`config.mk`:
```
export PLATFORM = sky130hd
export DESIGN_NAME = pr_icap_writer
export DESIGN_NICKNAME = d
export VERILOG_FILES = /design/src/rtl/pr_icap_writer.sv
export SDC_FILE = /design/constraint.sdc
export NUM_CORES = 1
export LEC_CHECK = 0
export ABC_AREA = 1
export CORE_MARGIN = 2
export CORE_UTILIZATION = 49
export CTS_CLUSTER_SIZE = 30
export DETAILED_ROUTE_END_ITERATION = 10
export PLACE_DENSITY = 0.91
export SYNTH_ARGS = -nofsm -noshare
export SYNTH_HDL_FRONTEND = slang
export SYNTH_SLANG_ARGS = --single-unit
```
`constraint.sdc`:
```
create_clock -name icap_clk -period 2.2 [get_ports icap_clk]
set_clock_uncertainty 0.15 [all_clocks]
set_input_delay 0.22 -clock icap_clk [delete_from_list [all_inputs] [get_ports icap_clk]]
set_output_delay 0.22 -clock icap_clk [all_outputs]
set_load 0.02 [all_outputs]
```
`src/rtl/pr_icap_writer.sv`:
```
// pr_icap_writer: feeds a partial-reconfiguration bitstream into ICAP and tracks PRDONE/PRERROR.
// Define PR_ICAP_BITSWAP_EN to reverse the bit order inside each byte of icap_din.
module pr_icap_writer #(
  parameter int unsigned TIMEOUT_CYCLES = 65536
) (
  input  logic        icap_clk,
  input  logic        icap_rst,
  input  logic [31:0] s_data,
  input  logic        s_valid,
  input  logic        s_last,
  output logic        s_ready,
  input  logic        abort,
  output logic        icap_csib,
  output logic        icap_rdwrb,
  output logic [31:0] icap_din,
  input  logic [3:0]  icap_pr_status,
  output logic        busy,
  output logic        done,
  output logic        error,
  output logic [1:0]  err_code,
  output logic [31:0] word_count
);

  localparam int unsigned   TW        = $clog2(TIMEOUT_CYCLES + 1);
  localparam logic [TW-1:0] TMO_LIMIT = TW'(TIMEOUT_CYCLES);

  typedef enum logic [2:0] {
    S_IDLE, S_ARM, S_WRITE, S_FLUSH, S_WAIT_DONE, S_DRAIN
  } state_t;

  typedef enum logic [1:0] {
    ERR_NONE    = 2'd0,
    ERR_PRERROR = 2'd1,
    ERR_TIMEOUT = 2'd2,
    ERR_ABORT   = 2'd3
  } err_t;

  state_t        state_q, state_d;
  logic          csib_q, csib_d;
  logic          rdwrb_q, rdwrb_d;
  logic [31:0]   din_q, din_d;
  logic          done_q, done_d;
  logic          error_q, error_d;
  err_t          code_q, code_d;
  logic [31:0]   wc_q, wc_d;
  logic [TW-1:0] tmo_q, tmo_d;

  logic prdone, avail, prerror, status_unused;
  logic hs;

  assign {status_unused, prerror, avail, prdone} = icap_pr_status;

  function automatic logic [31:0] map_word(input logic [31:0] w);
    logic [31:0] r;
`ifdef PR_ICAP_BITSWAP_EN
    for (int b = 0; b < 4; b++) begin
      for (int i = 0; i < 8; i++) begin
        r[8*b + i] = w[8*b + 7 - i];
      end
    end
`else
    r = w;
`endif
    return r;
  endfunction

  assign s_ready = ((state_q == S_WRITE) && avail) || (state_q == S_DRAIN);
  assign hs      = s_valid && s_ready;

  // NOTE: every variable gets a default before the case so no path can infer a latch.
  always_comb begin
    state_d = state_q;
    csib_d  = 1'b1;
    din_d   = din_q;
    done_d  = 1'b0;
    error_d = error_q;
    code_d  = code_q;
    wc_d    = wc_q;
    tmo_d   = '0;

    case (state_q)
      S_IDLE: begin
        if (s_valid && avail && !abort) begin
          state_d = S_ARM;
          error_d = 1'b0;
          code_d  = ERR_NONE;
          wc_d    = '0;
        end
      end
      S_ARM: state_d = S_WRITE;
      S_WRITE: begin
        if (hs) begin
          din_d  = map_word(s_data);
          csib_d = 1'b0;
          if (wc_q != '1) wc_d = wc_q + 32'd1;
          if (s_last) state_d = S_FLUSH;
        end
      end
      S_FLUSH: state_d = S_WAIT_DONE;
      S_WAIT_DONE: begin
        tmo_d = tmo_q + TW'(1);
        if (tmo_d == TMO_LIMIT) begin
          state_d = S_IDLE;
          error_d = 1'b1;
          code_d  = ERR_TIMEOUT;
        end else if (prdone) begin
          state_d = S_IDLE;
          done_d  = 1'b1;
        end
      end
      S_DRAIN: begin
        if (hs && s_last) state_d = S_IDLE;
      end
      default: state_d = S_IDLE;
    endcase

    // Later overrides win, so they are applied lowest priority first.
    if (prerror && (state_q inside {S_ARM, S_WRITE, S_FLUSH, S_WAIT_DONE})) begin
      csib_d  = 1'b1;
      din_d   = din_q;
      wc_d    = wc_q;
      done_d  = 1'b0;
      error_d = 1'b1;
      code_d  = ERR_PRERROR;
      state_d = ((state_q inside {S_ARM, S_WRITE}) && !(hs && s_last)) ? S_DRAIN : S_IDLE;
    end

    if (abort && (state_q != S_IDLE)) begin
      state_d = S_IDLE;
      csib_d  = 1'b1;
      din_d   = din_q;
      wc_d    = wc_q;
      done_d  = 1'b0;
      error_d = 1'b1;
      code_d  = error_q ? code_q : ERR_ABORT;
    end

    // Direction follows the next state; every transition that flips it also deasserts csib.
    rdwrb_d = !(state_d inside {S_ARM, S_WRITE, S_FLUSH});
  end

  // NOTE: sequential state uses non-blocking assignments so all registers update together.
  always_ff @(posedge icap_clk) begin
    if (icap_rst) begin
      state_q <= S_IDLE;
      csib_q  <= 1'b1;
      rdwrb_q <= 1'b1;
      din_q   <= '0;
      done_q  <= 1'b0;
      error_q <= 1'b0;
      code_q  <= ERR_NONE;
      wc_q    <= '0;
      tmo_q   <= '0;
    end else begin
      state_q <= state_d;
      csib_q  <= csib_d;
      rdwrb_q <= rdwrb_d;
      din_q   <= din_d;
      done_q  <= done_d;
      error_q <= error_d;
      code_q  <= code_d;
      wc_q    <= wc_d;
      tmo_q   <= tmo_d;
    end
  end

  assign icap_csib  = csib_q;
  assign icap_rdwrb = rdwrb_q;
  assign icap_din   = din_q;
  assign busy       = (state_q != S_IDLE);
  assign done       = done_q;
  assign error      = error_q;
  assign err_code   = code_q;
  assign word_count = wc_q;

endmodule

```
# == Yosys cells after proc, flatten, opt, wreduce, memory -nomap -nowiden ==
# Cells that the tools add are included.
# totals
register_bits,90
inputBits,41
word_cells,84
# classes
add_sub_neg,2
eq_ne,16
n_mux,27
bitwise,4
n_reduce_logical,26
# ops
operator,count
two-way mux 32 bit,3
one-hot mux 32 bit (2 select lines),1
adder 32 x 1 -> 32 bit (second input constant),1
!= test 32 bit (second input constant),1
two-way mux 3 bit,9
one-hot mux 3 bit (6 select lines),1
adder 17 x 1 -> 17 bit (second input constant),1
== test 17 bit (second input constant),1
== test 3 x 2 -> 1 bit (second input constant),4
two-way mux 2 bit,5
logical AND 1 bit,8
AND reduction 4 bit,2
nonzero test 4 bit,2
== test 3 x 1 -> 1 bit (second input constant),2
== test 3 bit (second input constant),2
two-way mux 1 bit,6
!= test 2 bit (second input constant),3
AND reduction 6 bit,1
nonzero test 3 bit,2
OR reduction 5 bit,1
!= test 4 x 2 -> 1 bit (second input constant),1
!= test 4 bit (second input constant),1
NOT 1 bit,4
one-hot mux 2 bit (2 select lines),1
other kinds (9),12

# == Logic depth before layout (Yosys ltp) ==
# Gate-level depths: netlist of run 1.
# logic_depth
word_depth,13
depth_mapped,16
mapped_depth_nobuf,16

# == Worst setup path after synthesis of run 1 ==
# OpenSTA, ideal clock, no wires.
# synth_path
path_kind,register to register
start,register wc_q[1] (netlist: word_count[1])
end,register wc_q[21] (netlist: word_count[21])
setup_time_ns,0.070
arrival_ns,1.794
required_time_ns,1.980
path_slack_ns,0.186
stages_incl_launch_ff,12
period_less_slack_ns,2.014
path_cell_list,dfxtp_1 -> ha_1 -> nand2_1 -> nor3_2 -> inv_1 -> nor2_2 -> nand4_1 -> nand2_1 -> buf_6 -> buf_6 -> nand2_1 -> a21oi_1
# synth_via
elab_chain_len,4
elab_cells_between_ends,7
cone_classes,add/sub (1); eq/ne (2); mux (3); reduce/logical (1)
# synth_lines
item,line,text
"start, declared",45,"logic [31:0] wc_q, wc_d;"
"start signal, assigned",162,wc_q <= wc_d;
adder 32 x 1 -> 32 bit,95,if (wc_q != '1) wc_d = wc_q + 32'd1;
two-way mux 32 bit,95,
two-way mux 32 bit,92,if (hs) begin
one-hot mux 32 bit (2 select lines),81,case (state_q)
# Parallel ways exist; a longest one is shown, timed or not. The select of a mux whose other input is x is not followed.
# A chain may end at the register's enable or synchronous reset.

# == Final worst setup path of run 1 ==
# layout_path
start,register tmo_q[1]
end,register code_q[0] (netlist: err_code[0])
# layout_via
elab_chain_len,4
# layout_lines
item,line,text
"start, declared",46,"logic [TW-1:0] tmo_q, tmo_d;"
"start signal, assigned",163,tmo_q <= tmo_d;
adder 17 x 1 -> 17 bit,101,tmo_d = tmo_q + TW'(1);
== test 17 bit,102,if (tmo_d == TMO_LIMIT) begin
!= test 4 x 2 -> 1 bit (no line),--,
AND reduction 4 bit (no line),--,
"end signal, assigned",161,code_q <= code_d;
"end, declared",44,"err_t code_q, code_d;"
# No other way between the ends.

==> impl_metrics.csv, run 1 <==
group,metric,value,unit
status,status,"complete, no violations",
setup_path,critPathKind,"flip-flop to flip-flop",
die,initial_core_util,50.91,%
power,p_switching,1463,uW
timing,drv_slew,0,
power,seq_power_share,40.6,%
yosys,synthCells,665,
power,p_int,2862,uW
power,comb_power_share,29.2,%
setup_path,cp_slowest_cell,"dfxtp_2",
global_routing,grt_max_degree,37,
power,powerDensity,687.3,nW/um^2
global_routing,grt_pass1_vias,4643,
timing,hold_viol_final,0,
finish,final_cell_mix,"nand2_1, nor2_1, clkdlybuf4s50_1, dfxtp_1, inv_1",
clock_network,cts.clk_slew.worst_paths,0.10,ns
drt,vias,4968,
setup_path,regToRegStartpoint,"tmo_q[1]$_SDFF_PP0_",
global_routing,antenna_found_initial,0,
die,die_h,99.43,um
worst_hold_path,hold_end,"icap_din[22]$_SDFFE_PP0P_",
setup_path,r2r_cells,16,
power,p_clk_share,30.2,%
drt,ant_nets,0,
clock_network,insertion_delay,0.37,ns
worst_hold_path,min-delay-start,"s_data[22]",
clock_network,cts_sinks,90,
global_routing,grt.total_usage,26.41,%
global_routing,grt_pass1_wl,21.27,mm
yosys,synth_nets,708,
die,rows,34,
finish,drive_gt1_share,13.25,%
timing,setup_viol,0,
clock_network,cts-buffers-inserted,9,
timing,slew_headroom,62.65,%
yosys,syn_area,4462,sq um
setup_path,worst-path-buf-inv,2,
clock_network,cts_buffer_depth,2,
die,core_area,8763,sq um
placed_design,io_buffers,111,
finish,syn_to_final_growth,41.03,%
setup_path,cp_slowest_stage_delay,0.37,ns
setup_path,endpoint_kind,"flip-flop",
drt,viasPerCell,5.382,
setup_path,cp_data_arrival_time,2.31,ns
placed_design,place_congestion,1.024,
drt,routedWlPerCell,14.36,um
finish,fillers,691,
clock_network,clockRootBuffer,"clkbuf_8",
yosys,yosys_warnings,0,
clock_network,htree_levels,3,
global_routing,overflow,0,
timing,max_freq,462.8,MHz
setup_path,rrSetupSlack,0.04,ns
timing,worst_slew_pin_slew,0.5589,ns
timing,period_needed,2.161,ns
placed_design,placed_cells,905,
yosys,postSynthAreaPerCell,6.709,sq um
finish,antennaDiodeCount,0,
clock_network,cts_tree,"yes",
die,die_x,99.43,um
setup_path,r2r-end,"err_code[0]$_SDFFE_PP0P_",
yosys,yosys.area.top_type,"dfxtp_1",
die,ioPinCount,113,
setup_path,crit_chain,"ha_4 > nand2_2 > nor2_4 > buf_6 > nand3_1 > nand2_2 > nand2_1 > nor2_1 > nand2_1 > nor2_1 > nand2_1 > nand3_2 > nand3_2 > nand2_1 > inv_1 > nor2_2",
setup_path,critPathMaxFanout,4,
placed_design,hpwl,9.964,mm
drt,drt-initial-drc-count,364,
finish,fin_nets,853,
timing,layout_worst_path_cycle_share,98.22,%
yosys,synth_top_area_share,40.38,%
setup_path,cp-start-kind,"flip-flop",
drt,dr.pass1.iters,5,
setup_path,path_common_cell,"nand2_1",
yosys,synth_seq_cells,90,
drt,wl,13.26,mm
power,vdd_ir_drop_max,0.0003894,V
yosys,ys_seq_area_share,40.38,%
power,swShare,33.83,%
timing,hold_ws,0.2727,ns
finish,final_common_cell,"nand2_1",
worst_hold_path,hp-class,"input port to flip-flop",
yosys,synth_cell_types,37,
setup_path,critPathTopFamily,"simple AND/OR/NAND/NOR gates",
worst_hold_path,hold_path_depth,3,
flow_run,drv_cap,0,
drt,drc_errors,0,
power,p_leak,0.002373,uW
yosys,ys_top_cells_by_area,"dfxtp_1, nor2_1, nand2_1",
die,dieArea,9885,sq um
finish,final_cells,923,
setup_path,worstPathRequired,2.34,ns
[power by group through the flow]
stage,logic [uW],clock network [uW],registers (uW)
floorplan,661,0,1860
global placement,1160,0,1780
detailed placement,1190,0,1790
CTS,1200,1320,1750
global route,1370,1380,1760
finish,1260,1310,1760
[worst register-to-register path, delay by kind of cell, from the launching register on]
family                   cells  cell delay (ns)
AND/OR/NAND/NOR             13             1.26
flip-flops                   1             0.37
buffers and inverters        2             0.18
adder cells (fa/ha/maj)      1             0.15
[layer usage]
layer	routed length (um)	up-vias	GRT usage [%]
met2	6680	229	46.62
met1	5290	2269	31.95
li1	-	2440	-
met5	0	-	0
met4	360	0	9.378
met3	925	30	5.271
[metrics by stage]
stage,worst slack (ns),total power [uW],TNS [ns],instance area [sq um],util [%]
4_1_cts,0.009939,4276,0,6172,70.43
2_1_floorplan,0.1857,2519,0,4462,-
3_5_place_dp,0.03358,2978,0,5943,67.82
5_1_grt,-0.09264,4510,-0.2303,6292,71.80
6_report,0.03908,4325,0,6292,71.80
3_3_place_gp,0.09281,2948,0,5943,67.82
[timing repair]
item | 4_1_cts | 5_1_grt
setup buffers | 0 | 2
endpoints found under the setup margin | 2 | 37
pin swaps | 0 | 11
resized for setup | 2 | 33
hold endpoints to repair | 0 | 0
hold buffers | 0 | 0
[worst max-delay path by stage]
stage / startpoint / to / slack (ns) / depth (start not counted)
final: tmo_q[1]$_SDFF_PP0_ / err_code[0]$_SDFFE_PP0P_ / 0.04 / 16
after global routing: tmo_q[1]$_SDFF_PP0_ / err_code[0]$_SDFFE_PP0P_ / -0.09 / 16
after CTS: tmo_q[0]$_SDFF_PP0_ / err_code[0]$_SDFFE_PP0P_ / 0.01 / 16
after detailed placement: abort / word_count[24]$_SDFFE_PP0P_ / 0.03 / 12
after global placement: abort / word_count[13]$_SDFFE_PP0P_ / 0.09 / 12
after floorplan: word_count[1]$_SDFFE_PP0P_ / word_count[21]$_SDFFE_PP0P_ / 0.19 / 11
[sequential cells by signal, indices dropped and copies added (netlist names)]
name,flops
err_code,2
word_count,32
icap_csib,1
error,1
icap_rdwrb,1
icap_din,32
state_q,3
done,1
tmo_q,17
[final cells by class]
| class | instances | area (sq um) | area share (%) |
|---|---|---|---|
| clock buffers | 9 | 123.9 | 1.969 |
| inverters | 59 | 221.5 | 3.520 |
| clock inverters | 7 | 103.9 | 1.650 |
| flip-flops and latches | 90 | 1810 | 28.77 |
| well taps | 108 | 135.1 | 2.148 |
| multi-input cells | 495 | 2422 | 38.50 |
| repair buffers | 155 | 1475 | 23.44 |
[logic make-up after synthesis]
group	after synthesis	synth area share (%)
flops	90	40.38
buf+inv	80	7.319
xor+xnor	16	3.141
simple gates	388	37.66
fa+ha+maj	2	0.5608
compound gates	89	10.94
[Yosys cell counts (all sizes together)]
cell type  count
nor4           8
o21ai         44
o21a           1
buf            5
xnor2          6
xor2          10
nand4         18
a21oi         35
nor2         156
dfxtp         90
nor4b          1
o21bai         3
o2111ai        1
a211oi         1
clkbuf        16
a31oi          3
inv           58
nor3          24
clkinv         1
nand2        148
ha             2
o31ai          1
nand3         31
nand3b         2
Power figures use the tool's default switching activity.
==> inputs of run 2 (changes only) <==
- CORE_UTILIZATION: 49 -> 53
- PLACE_DENSITY: 0.91 -> 0.95
- clock period: 2.2 -> 2.7 ns (I/O delays scaled with it)
==> run 2 against run 1 <==
Power down 23%. Global-route usage up 1.7 points. First-iteration DRC count down 27%. Count of clock-buffer cells in the layout unchanged. Combinational power down 31%. Final area down 6.5%. Worst setup slack better by 0.30 ns. Largest power group unchanged. Highest routed layer unchanged.
==> impl_metrics.csv, run 2 (synthesized netlist as in run 1, its figures left out) <==
group,metric,value,unit
status,status,"complete, no violations",
clock_network,htree_levels,3,
power,comb_power_share,26.2,%
finish,drive_gt1_share,6.154,%
timing,rsz0062_at_grt,"false",
power,seq_power_share,43.6,%
timing,slew_headroom,36.94,%
drt,wl,12.52,mm
drt,routedWlPerCell,14.14,um
die,core_area,8175,sq um
global_routing,grt_pass1_vias,4513,
clock_network,cts_sinks,90,
finish,antennaDiodeCount,0,
setup_path,critPathKind,"flip-flop to flip-flop",
clock_network,cts_buffer_depth,2,
worst_hold_path,hp-class,"input port to flip-flop",
die,initial_core_util,54.58,%
placed_design,hpwl,9.419,mm
timing,worst_slew_pin_slew,0.9448,ns
die,die_h,95.75,um
drt,dr.pass1.iters,5,
timing,setup_tns,0,ns
timing,setup_slack,0.3410,ns
global_routing,grt_pass1_wl,20.44,mm
clock_network,holdBufCountCts,0,
power,swShare,35.07,%
power,p_switching,1163,uW
finish,final_cell_mix,"nor2_1, nand2_1, clkdlybuf4s50_1, dfxtp_1, inv_1",
worst_hold_path,min-delay-start,"icap_pr_status[0]",
timing,layout_worst_path_cycle_share,87.37,%
timing,max_freq,423.9,MHz
clock_network,post_cts_buffers,0,
die,ioPinCount,113,
setup_path,endpoint_kind,"flip-flop",
placed_design,place_ws,0.2894,ns
clock_network,insertion_delay,0.36,ns
finish,fin_nets,818,
finish,syn_to_final_growth,31.91,%
flow_run,drv_cap,0,
global_routing,grt_max_degree,37,
clock_network,cts-buffers-inserted,9,
drt,ant_nets,0,
die,die_x,95.75,um
setup_path,regToRegStartpoint,"tmo_q[0]$_SDFF_PP0_",
clock_network,cts.clk_slew.worst_paths,0.10,ns
setup_path,cp-start-kind,"flip-flop",
drt,viasPerCell,5.455,
power,powerDensity,563.2,nW/um^2
die,rows,33,
timing,period_needed,2.359,ns
setup_path,worstPathRequired,2.78,ns
timing,drv_slew,0,
drt,vias,4828,
global_routing,antenna_found_initial,0,
placed_design,place_congestion,0.9841,
global_routing,grt.total_usage,28.08,%
clock_network,post_cts_resized,0,
clock_network,cts_tree,"yes",
drt,drc_errors,0,
timing,hold_viol_final,0,
setup_path,critPathMaxFanout,4,
placed_design,io_buffers,111,
global_routing,overflow,0,
setup_path,cp_data_arrival_time,2.44,ns
power,vdd_ir_drop_max,0.0003589,V
power,p_clk_share,30.2,%
setup_path,critPathLaunch,"tmo_q[0]$_SDFF_PP0_",
timing,hold_ws,0.3161,ns
drt,drt-initial-drc-count,264,
power,p_leak,0.002131,uW
finish,final_common_cell,"nor2_1",
timing,setup_viol,0,
power,p_int,2152,uW
die,dieArea,9168,sq um
clock_network,clockRootBuffer,"clkbuf_8",
run 2: cell types whose count changed in the layout (fill, tap and decap cells not counted), sizes merged:
| cell | previous run | this run |
|---|---|---|
| buf | 44 | 9 |
| clkdlybuf4s50 | 109 | 111 |
| clkinv | 1 | 3 |
| bufinv | 2 | 1 |
| dlygate4sd2 | 1 | 0 |
| dlymetal6s2s | 1 | 0 |
| inv | 63 | 62 |
run 2: critical path, cell delays in order, from the launching register on:
cell and delay (ns):
dfxtp_1 0.37, ha_1 0.20, nand2_1 0.09, nor2_1 0.24, nand2_1 0.15, nor2_1 0.18, nand3b_1 0.12, nand2_1 0.10
nand2_1 0.06, nor2_1 0.10, nand2_1 0.12, nand3_1 0.11, nand3_1 0.07, nand2_1 0.08, nand3_1 0.09
run 2: power groups by stage:
stage	sequential, uW	combinational [uW]	clock (uW)
global placement	1470	838	0
global route	1450	956	1070
finish	1440	868	1000
detailed placement	1470	856	0
floorplan	1510	539	0
CTS	1440	863	1010
run 2: final timing paths:
check,endpoint,slack [ns],cells past startpoint
max,icap_rdwrb$_SDFF_PP1_,0.34,14
min,done$_SDFF_PP0_,0.32,3
max reg2reg,icap_rdwrb$_SDFF_PP1_,0.34,14
min reg2reg,tmo_q[0]$_SDFF_PP0_,0.32,1
run 2: area by class of cell:
class,instances,area (sq um)
multi-input combinational,495,2333
clock inverter,7,95.09
inverter,59,221.5
timing repair buffer,120,1179
fill,649,2290
tap,105,131.4
clock buffer,9,123.9
sequential,90,1802
run 2: stage by stage:
| step | cells | instance area, sq um | power (uW) | util (%) |
|---|---|---|---|---|
| finish | 885 | 5886 | 3315 | 71.99 |
| global route | 885 | 5886 | 3474 | 71.99 |
| CTS | 885 | 5886 | 3309 | 71.99 |
| detailed placement | 869 | 5667 | 2328 | 69.31 |
| global placement | 869 | 5667 | 2307 | 69.31 |
| floorplan | 665 | 4462 | 2053 | - |
run 2: per-layer routing:
layer  GRT usage [%]  share of wire [%]  vias to the layer above
met2           48.43                 50                      163
li1                -                  -                     2375
met3           3.994                4.9                       36
met1           34.87                 43                     2254
met5               0                  0                        -
met4           12.26                2.9                        0
==> inputs of run 3 (changes only) <==
- CORE_MARGIN: 2 -> 3
- TNS_END_PERCENT: unset -> 5
==> run 3 against run 2 <==
Power up 3.1%. Count of clock-buffer cells in the layout did not move. First-iteration DRC count is 53% higher. Maximum frequency decreased by 2.5%. Die area is 4.2% higher. Final area is 0.11% higher. Clock power increased by 7%.
==> impl_metrics.csv, run 3 (synthesized netlist as in run 1, its figures left out) <==
group,metric,value,unit
clock_network,cts_sinks,90,
power,powerDensity,579.9,nW/um^2
finish,syn_to_final_growth,32.05,%
clock_network,htree_levels,3,
timing,rsz0062_at_grt,"false",
power,swShare,34.63,%
global_routing,grt_max_degree,37,
clock_network,clockRootBuffer,"clkbuf_8",
die,die_x,97.75,um
placed_design,place_congestion,0.9609,
timing,slew_headroom,37.76,%
worst_hold_path,hold_end,"tmo_q[0]$_SDFF_PP0_",
setup_path,cp_slowest_stage_delay,0.36,ns
clock_network,cts_buffer_depth,2,
drt,routedWlPerCell,15.03,um
drt,ant_nets,0,
drt,dr.pass1.iters,6,
flow_run,drv_cap,0,
timing,setup_tns,0,ns
die,rows,32,
power,p_switching,1183,uW
power,power.total,3417,uW
power,p_clk_share,31.4,%
clock_network,cts_tree,"yes",
finish,final_common_cell,"nor2_1",
die,ioPinCount,113,
setup_path,cp_data_arrival_time,2.56,ns
setup_path,endpoint_kind,"flip-flop",
finish,fillers,578,
setup_path,crit_chain,"ha_1 > nand2_1 > nor2_1 > nand2_1 > nor2_1 > nand3b_1 > nand2_1 > nand2_1 > nor2_1 > nand2_1 > nand3_2 > nand3_1 > nand2_1 > inv_1 > nor2_1",
power,vdd_ir_drop_max,0.0005423,V
timing,worst_slew_pin_slew,0.9326,ns
die,dieArea,9555,sq um
status,status,"complete, no violations",
clock_network,holdBufCountCts,0,
setup_path,cp_slowest_cell,"dfxtp_1",
timing,period_needed,2.420,ns
global_routing,grt_pass1_vias,4729,
timing,hold_ws,0.3077,ns
placed_design,placed_cells,866,
worst_hold_path,hold_path_depth,1,
power,p_leak,0.002132,uW
drt,drt-initial-drc-count,403,
drt,drc_errors,0,
global_routing,grt_pass1_wl,22.38,mm
drt,wl,13.26,mm
setup_path,critPathLaunch,"tmo_q[0]$_SDFF_PP0_",
timing,hold_viol_final,0,
clock_network,post_cts_buffers,0,
drt,viasPerCell,5.654,
finish,antennaDiodeCount,0,
die,initial_core_util,56.28,%
setup_path,worst-path-buf-inv,1,
setup_path,worstPathRequired,2.84,ns
finish,final_cell_mix,"nor2_1, nand2_1, clkdlybuf4s50_1, dfxtp_1, inv_1",
clock_network,cts.clk_slew.worst_paths,0.09,ns
clock_network,cts-buffers-inserted,9,
power,comb_power_share,26.4,%
setup_path,critPathKind,"flip-flop to flip-flop",
timing,drv_slew,0,
setup_path,critPathTopFamily,"simple AND/OR/NAND/NOR gates",
timing,layout_worst_path_cycle_share,89.62,%
setup_path,rrSetupSlack,0.28,ns
die,core_area,7928,sq um
finish,drive_gt1_share,6.154,%
drt,vias,4987,
global_routing,overflow,0,
die,die_h,97.75,um
finish,final_cells,882,
clock_network,insertion_delay,0.37,ns
setup_path,critPathMaxFanout,4,
power,p_int,2233,uW
placed_design,io_buffers,111,
setup_path,r2r_cells,15,
setup_path,path_common_cell,"nand2_1",
setup_path,cp-start-kind,"flip-flop",
global_routing,grt.total_usage,28.05,%
setup_path,regToRegStartpoint,"tmo_q[0]$_SDFF_PP0_",
placed_design,hpwl,9.810,mm
setup_path,r2r-end,"err_code[0]$_SDFFE_PP0P_",
worst_hold_path,min-delay-start,"tmo_q[0]$_SDFF_PP0_",
timing,setup_viol,0,
worst_hold_path,hp-class,"flip-flop to flip-flop",
finish,fin_nets,818,
global_routing,antenna_found_initial,0,
power,seq_power_share,42.2,%
timing,max_freq,413.2,MHz
clock_network,post_cts_resized,0,
==> run 3: cell count changes in the layout (fill, tap and decap cells not counted), sizes merged <==
cell      before  now
clkinv         3    1
bufinv         1    2
clkinvlp       0    1
==> run 3: power by group through the flow <==
stage	registers (uW)	logic (uW)	clock network (uW)
6_report	1440	903	1070
5_1_grt	1450	979	1130
4_1_cts	1440	892	1080
3_5_place_dp	1470	866	0
3_3_place_gp	1470	839	0
2_1_floorplan	1510	539	0
==> run 3: area by class of cell <==
type	count	area, sq um	share of cell area, %
clock buffer	9	123.9	2.102
clock inverter	7	105.1	1.784
sequential	90	1802	30.58
inverter	59	221.5	3.759
tap	102	127.6	2.166
multi-input combinational	495	2333	39.61
timing repair buffer	120	1179	20.00
==> run 3: per-layer routing <==
layer  wire length [um]  vias up  GRT usage (%)
li1                   -     2378              -
met1               5353     2335          35.13
met2               6510      235          47.44
met3               1002       39          5.214
met4                390        0          11.82
met5                  0        -              0
==> run 3: worst max path at each step <==
stage / slack, ns / end / depth (start not counted)
after detailed placement: 0.22 / icap_din[12]$_SDFFE_PP0P_ / 9
after CTS: 0.31 / err_code[0]$_SDFFE_PP0P_ / 15
after global routing: 0.02 / err_code[0]$_SDFFE_PP0P_ / 15
after floorplan: 0.69 / word_count[21]$_SDFFE_PP0P_ / 11
final: 0.28 / err_code[0]$_SDFFE_PP0P_ / 15
after global placement: 0.39 / icap_din[26]$_SDFFE_PP0P_ / 9
==> run 3: through the flow <==
stage          util [%]  cell area (sq um)  setup WS (ns)
2_1_floorplan         -               4462         0.6857
3_3_place_gp      71.43               5663         0.3858
3_5_place_dp      71.43               5663         0.2188
4_1_cts           74.32               5892         0.3088
5_1_grt           74.32               5892        0.02087
6_report          74.32               5892         0.2801
